`src/rtl/serial_addsub_ctrl.sv`:
```
// serial_addsub_ctrl
//   Bit-serial add/subtract unit. One 1-bit full-adder cell is reused over
//   WIDTH clock cycles, starting at the LSB. Subtraction is computed as
//   A + ~B + 1: B is stored inverted and the carry is seeded with 1.
//
// Ports
//   clk        rising-edge clock
//   rst_n      asynchronous active-low reset
//   clear      synchronous abort of any operation in progress
//   in_valid   operands present          in_ready   can accept (IDLE only)
//   a, b       operands                  op_sub     0: A+B, 1: A-B
//   out_valid  result valid, held until out_ready
//   out_ready  consumer accepts result
//   res        result modulo 2^WIDTH
//   flag       add: carry out, sub: borrow (1 when A < B unsigned)
//   ovf        signed two's-complement overflow
//   busy       high in RUN or DONE
module serial_addsub_ctrl #(
  parameter int WIDTH = 8
) (
  input  logic             clk,
  input  logic             rst_n,
  input  logic             clear,
  input  logic             in_valid,
  output logic             in_ready,
  input  logic [WIDTH-1:0] a,
  input  logic [WIDTH-1:0] b,
  input  logic             op_sub,
  output logic             out_valid,
  input  logic             out_ready,
  output logic [WIDTH-1:0] res,
  output logic             flag,
  output logic             ovf,
  output logic             busy
);

  localparam int CW = (WIDTH > 1) ? $clog2(WIDTH) : 1;
  localparam logic [CW-1:0] LAST = CW'(WIDTH - 1);

  typedef enum logic [1:0] {
    S_IDLE = 2'd0,
    S_RUN  = 2'd1,
    S_DONE = 2'd2
  } state_t;

  state_t           state_q, state_d;
  logic [CW-1:0]    cnt_q, cnt_d;
  logic             carry_q, carry_d;
  logic [WIDTH-1:0] res_q, res_d;
  logic             flag_q, flag_d;
  logic             ovf_q, ovf_d;

  // Operand holding registers; only written on accept, so they need no reset.
  logic [WIDTH-1:0] a_q, b_q;
  logic             sub_q;
  logic             load;

  logic abit, bbit, sum, cout;

  // The shared full-adder cell.
  assign abit = a_q[cnt_q];
  assign bbit = b_q[cnt_q];
  assign sum  = abit ^ bbit ^ carry_q;
  assign cout = (abit & bbit) | (bbit & carry_q) | (abit & carry_q);

  always_comb begin
    state_d = state_q;
    cnt_d   = cnt_q;
    carry_d = carry_q;
    res_d   = res_q;
    flag_d  = flag_q;
    ovf_d   = ovf_q;
    load    = 1'b0;
    if (clear) begin
      // Abort wins over both handshakes.
      state_d = S_IDLE;
      cnt_d   = '0;
      carry_d = 1'b0;
      res_d   = '0;
      flag_d  = 1'b0;
      ovf_d   = 1'b0;
    end else begin
      case (state_q)
        S_IDLE: begin
          if (in_valid) begin
            load    = 1'b1;
            carry_d = op_sub;  // the +1 of A + ~B + 1
            cnt_d   = '0;
            res_d   = '0;
            state_d = S_RUN;
          end
        end
        S_RUN: begin
          res_d[cnt_q] = sum;
          carry_d      = cout;
          cnt_d        = cnt_q + 1'b1;
          if (cnt_q == LAST) begin
            flag_d  = sub_q ? ~cout : cout;
            // carry_q here is the carry into the MSB.
            ovf_d   = carry_q ^ cout;
            state_d = S_DONE;
          end
        end
        S_DONE: begin
          if (out_ready) state_d = S_IDLE;
        end
        default: state_d = S_IDLE;
      endcase
    end
  end

  always_ff @(posedge clk or negedge rst_n) begin
    if (!rst_n) begin
      state_q <= S_IDLE;
      cnt_q   <= '0;
      carry_q <= 1'b0;
      res_q   <= '0;
      flag_q  <= 1'b0;
      ovf_q   <= 1'b0;
    end else begin
      state_q <= state_d;
      cnt_q   <= cnt_d;
      carry_q <= carry_d;
      res_q   <= res_d;
      flag_q  <= flag_d;
      ovf_q   <= ovf_d;
    end
  end

  always_ff @(posedge clk) begin
    if (load) begin
      a_q   <= a;
      b_q   <= op_sub ? ~b : b;
      sub_q <= op_sub;
    end
  end

  assign in_ready  = (state_q == S_IDLE);
  assign out_valid = (state_q == S_DONE);
  assign busy      = (state_q != S_IDLE);
  assign res       = res_q;
  assign flag      = flag_q;
  assign ovf       = ovf_q;

endmodule
```
`config.mk`:
```
export PLATFORM = sky130hd
export DESIGN_NAME = serial_addsub_ctrl
export DESIGN_NICKNAME = d
export VERILOG_FILES = /design/src/rtl/serial_addsub_ctrl.sv
export SDC_FILE = /design/constraint.sdc
export NUM_CORES = 1
export LEC_CHECK = 0
export BUFFER_PORTS_ARGS = -buffer_cell sky130_fd_sc_hd__buf_2
export CAP_MARGIN = 20
export CORE_MARGIN = 4
export CORE_UTILIZATION = 30
export DETAILED_ROUTE_END_ITERATION = 8
export PLACE_DENSITY_LB_ADDON = 0.2
export RECOVER_POWER = 50
export SYNTH_ARGS = -nofsm -noshare
export SYNTH_HDL_FRONTEND = slang
export SYNTH_SLANG_ARGS = --single-unit
```
`constraint.sdc`:
```
create_clock -name clk -period 4.3 [get_ports clk]
set_input_delay 0.86 -clock clk [delete_from_list [all_inputs] [get_ports clk]]
set_output_delay 0.86 -clock clk [all_outputs]
set_load 0.005 [all_outputs]
```
# Yosys cells after proc, flatten, opt, wreduce, memory -nomap -nowiden
# Index checks and enable logic that the tools add are counted.
# totals
regBits,33
latch_bits,0
mem_bits_rw,0
rom_bits,0
inputBits,22
out_inout_bits,13
wordCells,69
n_memories,0
# op_classes
n_addsub,1
n_mul,0
div_mod_pow,0
n_lt_le_gt_ge,2
n_eq_ne,6
shift,0
muxes,32
bitwise_logic,10
n_reduce_logical,9
# ops
cell,n
2-to-1 mux 8 bit,3
one-hot mux 8 bit (2 select lines),1
2-to-1 mux 1 bit,15
bitwise mux 8 bit,1
2-to-1 mux 2 bit,4
inverter 8 bit,1
binary-select mux 1 bit (select 3 bit),2
2-to-1 mux 3 bit,2
"inequality test 3 bit, second input constant",2
one-hot mux 2 bit (3 select lines),1
one-hot mux 3 bit (2 select lines),1
nonzero test 2 bit,3
"< comparator 3 x 4 -> 1 bit, second input constant",1
AND reduction 2 bit,2
"adder 3 x 1 -> 3 bit, second input constant",1
AND 1 bit,3
demux 1 bit (select 3 bit),1
"== test 3 bit, second input constant",1
"greater-or-equal comparator 3 x 1 -> 1 bit, second input constant",1
"inequality test 3 x 2 -> 1 bit, second input constant",1
AND reduction 3 bit,1
nonzero test 3 bit,1
bitwise XOR 1 bit,3
"== test 2 x 1 -> 1 bit, second input constant",1
6 further kinds,7

# Depth between registers and ports, before layout
# logic_depth
depth_word,10
ltp_mapped,8
ltp_nobuf,6

# Worst setup path before layout
# OpenSTA, ideal clock, no wires.
# synth_path
kind,reg2reg
start,register cnt_q[2]
end,register carry_q
setup_ps,120
arrival_ps,2190
t_required_ps,4180
path_slack_ps,1990
path_stages_with_launch,8
n_path_buf,2
period_less_slack_ps,2310
path_cell_list,dfrtp_1 > clkbuf_1 > buf_2 > o211ai_1 > a221o_1 > fa_1 > mux2_2 > a31o_2
# synth_via
elab_chain_cells,7
elab_cells_between_ends,11
classes_between,6 x mux; 5 x bitwise
# synth_lines
element,line,rtl
from (decl),47,"logic [CW-1:0] cnt_q, cnt_d;"
from (signal assigned),122,cnt_q <= cnt_d;
"binary-select mux 1 bit (select 3 bit), on equally long branches","61, 62",
"2-to-1 mux 1 bit, on equally long branches","61, 62",
AND 1 bit,64,assign cout = (abit & bbit) | (bbit & carry_q) | (abit & carry_q);
bitwise OR 1 bit,64,
bitwise OR 1 bit (*),64,
one-hot mux 1 bit (2 select lines) (*),83,case (state_q)
2-to-1 mux 1 bit (*),74,if (clear) begin
to (signal assigned),123,carry_q <= carry_d;
to (decl),48,"logic carry_q, carry_d;"
# Mark *: on every way between the ends. The rest lies on a longest branch, timed or not. The select of a mux whose other input is x is not followed.
# A chain may end at the register's enable or synchronous reset.

# Worst setup path after layout
# layout_path
start,register cnt_q[1]
end,register carry_q
# The elaborated chain is that of the path after synthesis.

==> reports/metrics.cfg <==
[routing]
dr.max_layer_used=met4
routed_wl_um=3140
wire_per_inst_um=13.8
met3_length_um=231
drt-initial-drc-count=37
ant_nets=0
routed-wl-met2_um=1430
drt_first_pass_iters=4
viasPerCell=4.79
drt-met1-wl_um=1460
vias=1092
drt_drc_violations_left=0

[timing]
drv_slew=0
max_freq_ghz=0.362
timing.final.crit_period_ps=2770
slew_headroom_pct=41.6
rsz0062_at_grt=no
finalSetupViolCount=0
period_share_pct=64.3
fin_setup_tns_ps=0
skew_ps=5.33
max_slew.worst_pin.slew_ps=876
final_hold_viol_count=0

[finish]
antennaDiodeCount=0
nFillCells=518
area_delta_synth_final_pct=16.6
nNetsFinal=182
final_cell_mix=buf_2, edfxtp_1, dfrtp_1
drive_gt1_share_pct=28.5
final_common_cell=buf_2
seq_area_sq_um=911
fin_area_sq_um=1920
multi_input_area_sq_um=652

[cts]
cts_resized=0
post_cts_buffers=0
htree_levels=2
clk_pin_slew_ps=70
hold_buffers=0
cts_buffer_depth=2
numCtsBuffers=5
clockRootBuffer=clkbuf_8
cts.sinks=33
cts_tree=built
insertion_delay_ps=280

[yosys]
ys.flop_type=edfxtp_1
syn-num-nets=152
synth-edff-count=17
ys_warn_count=0
ys_ff_latch=33
syn_area_sq_um=1640
synthCells=127
avgSynthCellArea_sq_um=12.9
async_reset_ff_share_pct=48.5
yosysSeqAreaShare_pct=55.4
ys_types=41

[floorplan]
die_area_sq_um=6720
start_util_pct=31.6
coreArea_sq_um=5200
fp.dieH_um=82
io_pins=35
rows=26
fp.dieW_um=82

[power_and_ir_drop]
p_sw_uw=152
leakage_nw=0.813
power_frac_comb_pct=10.6
powerDensity_nw_per_um2=337
p_int_uw=493
p_sw_share_pct=23.5
clockPowerShare_pct=34.2
power.ir.vdd_worst_mv=0.124
seqPwrFrac_pct=55.3

[hold_path]
hp-class=flop to flop

[outcome]
status=completed

[placed_design]
port-buffer-count=34
placed_cell_area_sq_um=1840
place.gp.congestion=0.745
hpwl_um=2240

[critical_path]
crit_fanout=22
crit_type=flop to flop
crit_top_cell=mux2_2
cpPeakStageDelay_ps=810
cp_cell_sequence=mux4_2, mux2_2, fa_1, mux2_2, a31o_2
worstSetupStartpointType=flop
critPathRequiredTime_ps=4470
crit_slowest_cell=dfrtp_1
cp_top_family=multiplexers
path_buf_inv=0
crit_arrival_ps=2940
crit_path_end_kind=flop

[global_routing]
grt_max_degree=23
antenna_found_initial=0
grtUsageTotal_pct=10.5
grt_pass1_wl_um=5230
grt_pass1_vias=1079
overflow=0

[run]
cap_violations=0

==> worst reg2reg max path, stage by stage, from the launching register on <==
cell and delay [ps]:
dfrtp_1 810, mux4_2 580, mux2_2 280, fa_1 440, mux2_2 290, a31o_2 240
==> worst paths after layout <==
kind,cells past startpoint,to,startpoint,slack (ps)
worst max-delay path,5,carry_q$_DFFE_PN0P_,cnt_q[1]$_DFFE_PN0P_,1530
worst min-delay path,1,res[5]$_DFFE_PN0P_,res[5]$_DFFE_PN0P_,490
worst max register to register,5,carry_q$_DFFE_PN0P_,cnt_q[1]$_DFFE_PN0P_,1530
worst min register to register,1,res[5]$_DFFE_PN0P_,res[5]$_DFFE_PN0P_,490
max in group asynchronous,1,flag$_DFFE_PN0P_,rst_n,3090
min in group asynchronous,1,cnt_q[1]$_DFFE_PN0P_,rst_n,670
==> power by group through the flow <==
stage / Combinational (mW) / Clock [mW] / Sequential (mW)
after floorplan: 0.0532 / 0 / 0.357
after global placement: 0.0683 / 0 / 0.363
after detailed placement: 0.0700 / 0 / 0.363
after CTS: 0.0702 / 0.229 / 0.357
after global routing: 0.0773 / 0.242 / 0.358
final: 0.0681 / 0.220 / 0.357
==> cell families after synthesis <==
group	after synthesis	share of synthesized area [%]
fa+ha+maj	3	2.74
flops	33	55.4
buf+inv	16	4.87
simple gates	30	12.3
xor+xnor	10	5.33
mux	7	6.02
compound gates	28	13.3
==> cells in the mapped netlist, drive strengths merged (3+ instances only) <==
cell / number / area, sq um
edfxtp: 17 / 510
dfrtp: 16 / 400
o22ai: 8 / 50.1
xor2: 8 / 70.1
buf: 6 / 42.5
nor2: 6 / 22.5
nor3b: 6 / 56.3
clkbuf: 5 / 18.8
inv: 5 / 18.8
a22o: 4 / 35.0
a32o: 4 / 40.0
and3b: 4 / 35.0
mux2: 3 / 33.8
==> state kept, by name, summed over array words and instances (netlist names) <==
signal   count
a_q          8
b_q          8
carry_q      1
cnt_q        3
flag         1
ovf          1
res          8
state_q      2
sub_q        1
==> layer usage <==
metal  GRT usage [%]  vias to the layer above
met1            13.7                      516
li1                -                      537
met3            4.06                        2
met5               0                        -
met2            15.8                       37
met4            3.99                        0
==> cell type report <==
type,instances,area share [%]
tap,70,4.57
inverter,5,0.980
sequential,33,47.6
clock inverter,1,0.196
timing repair buffer,34,8.69
clock buffer,7,3.98
multi-input combinational,78,34.0
==> per-stage QoR <==
stage	setup slack (ps)	std cells	hold slack (ps)	total power, mW	util, %
6_report	1530	228	491	0.645	36.8
5_1_grt	1370	228	511	0.678	36.8
4_1_cts	1520	228	495	0.656	36.9
3_5_place_dp	1530	220	481	0.433	35.3
3_3_place_gp	1600	220	469	0.431	35.3
2_1_floorplan	1990	127	479	0.410	-
(Power assumes the default switching activity.)
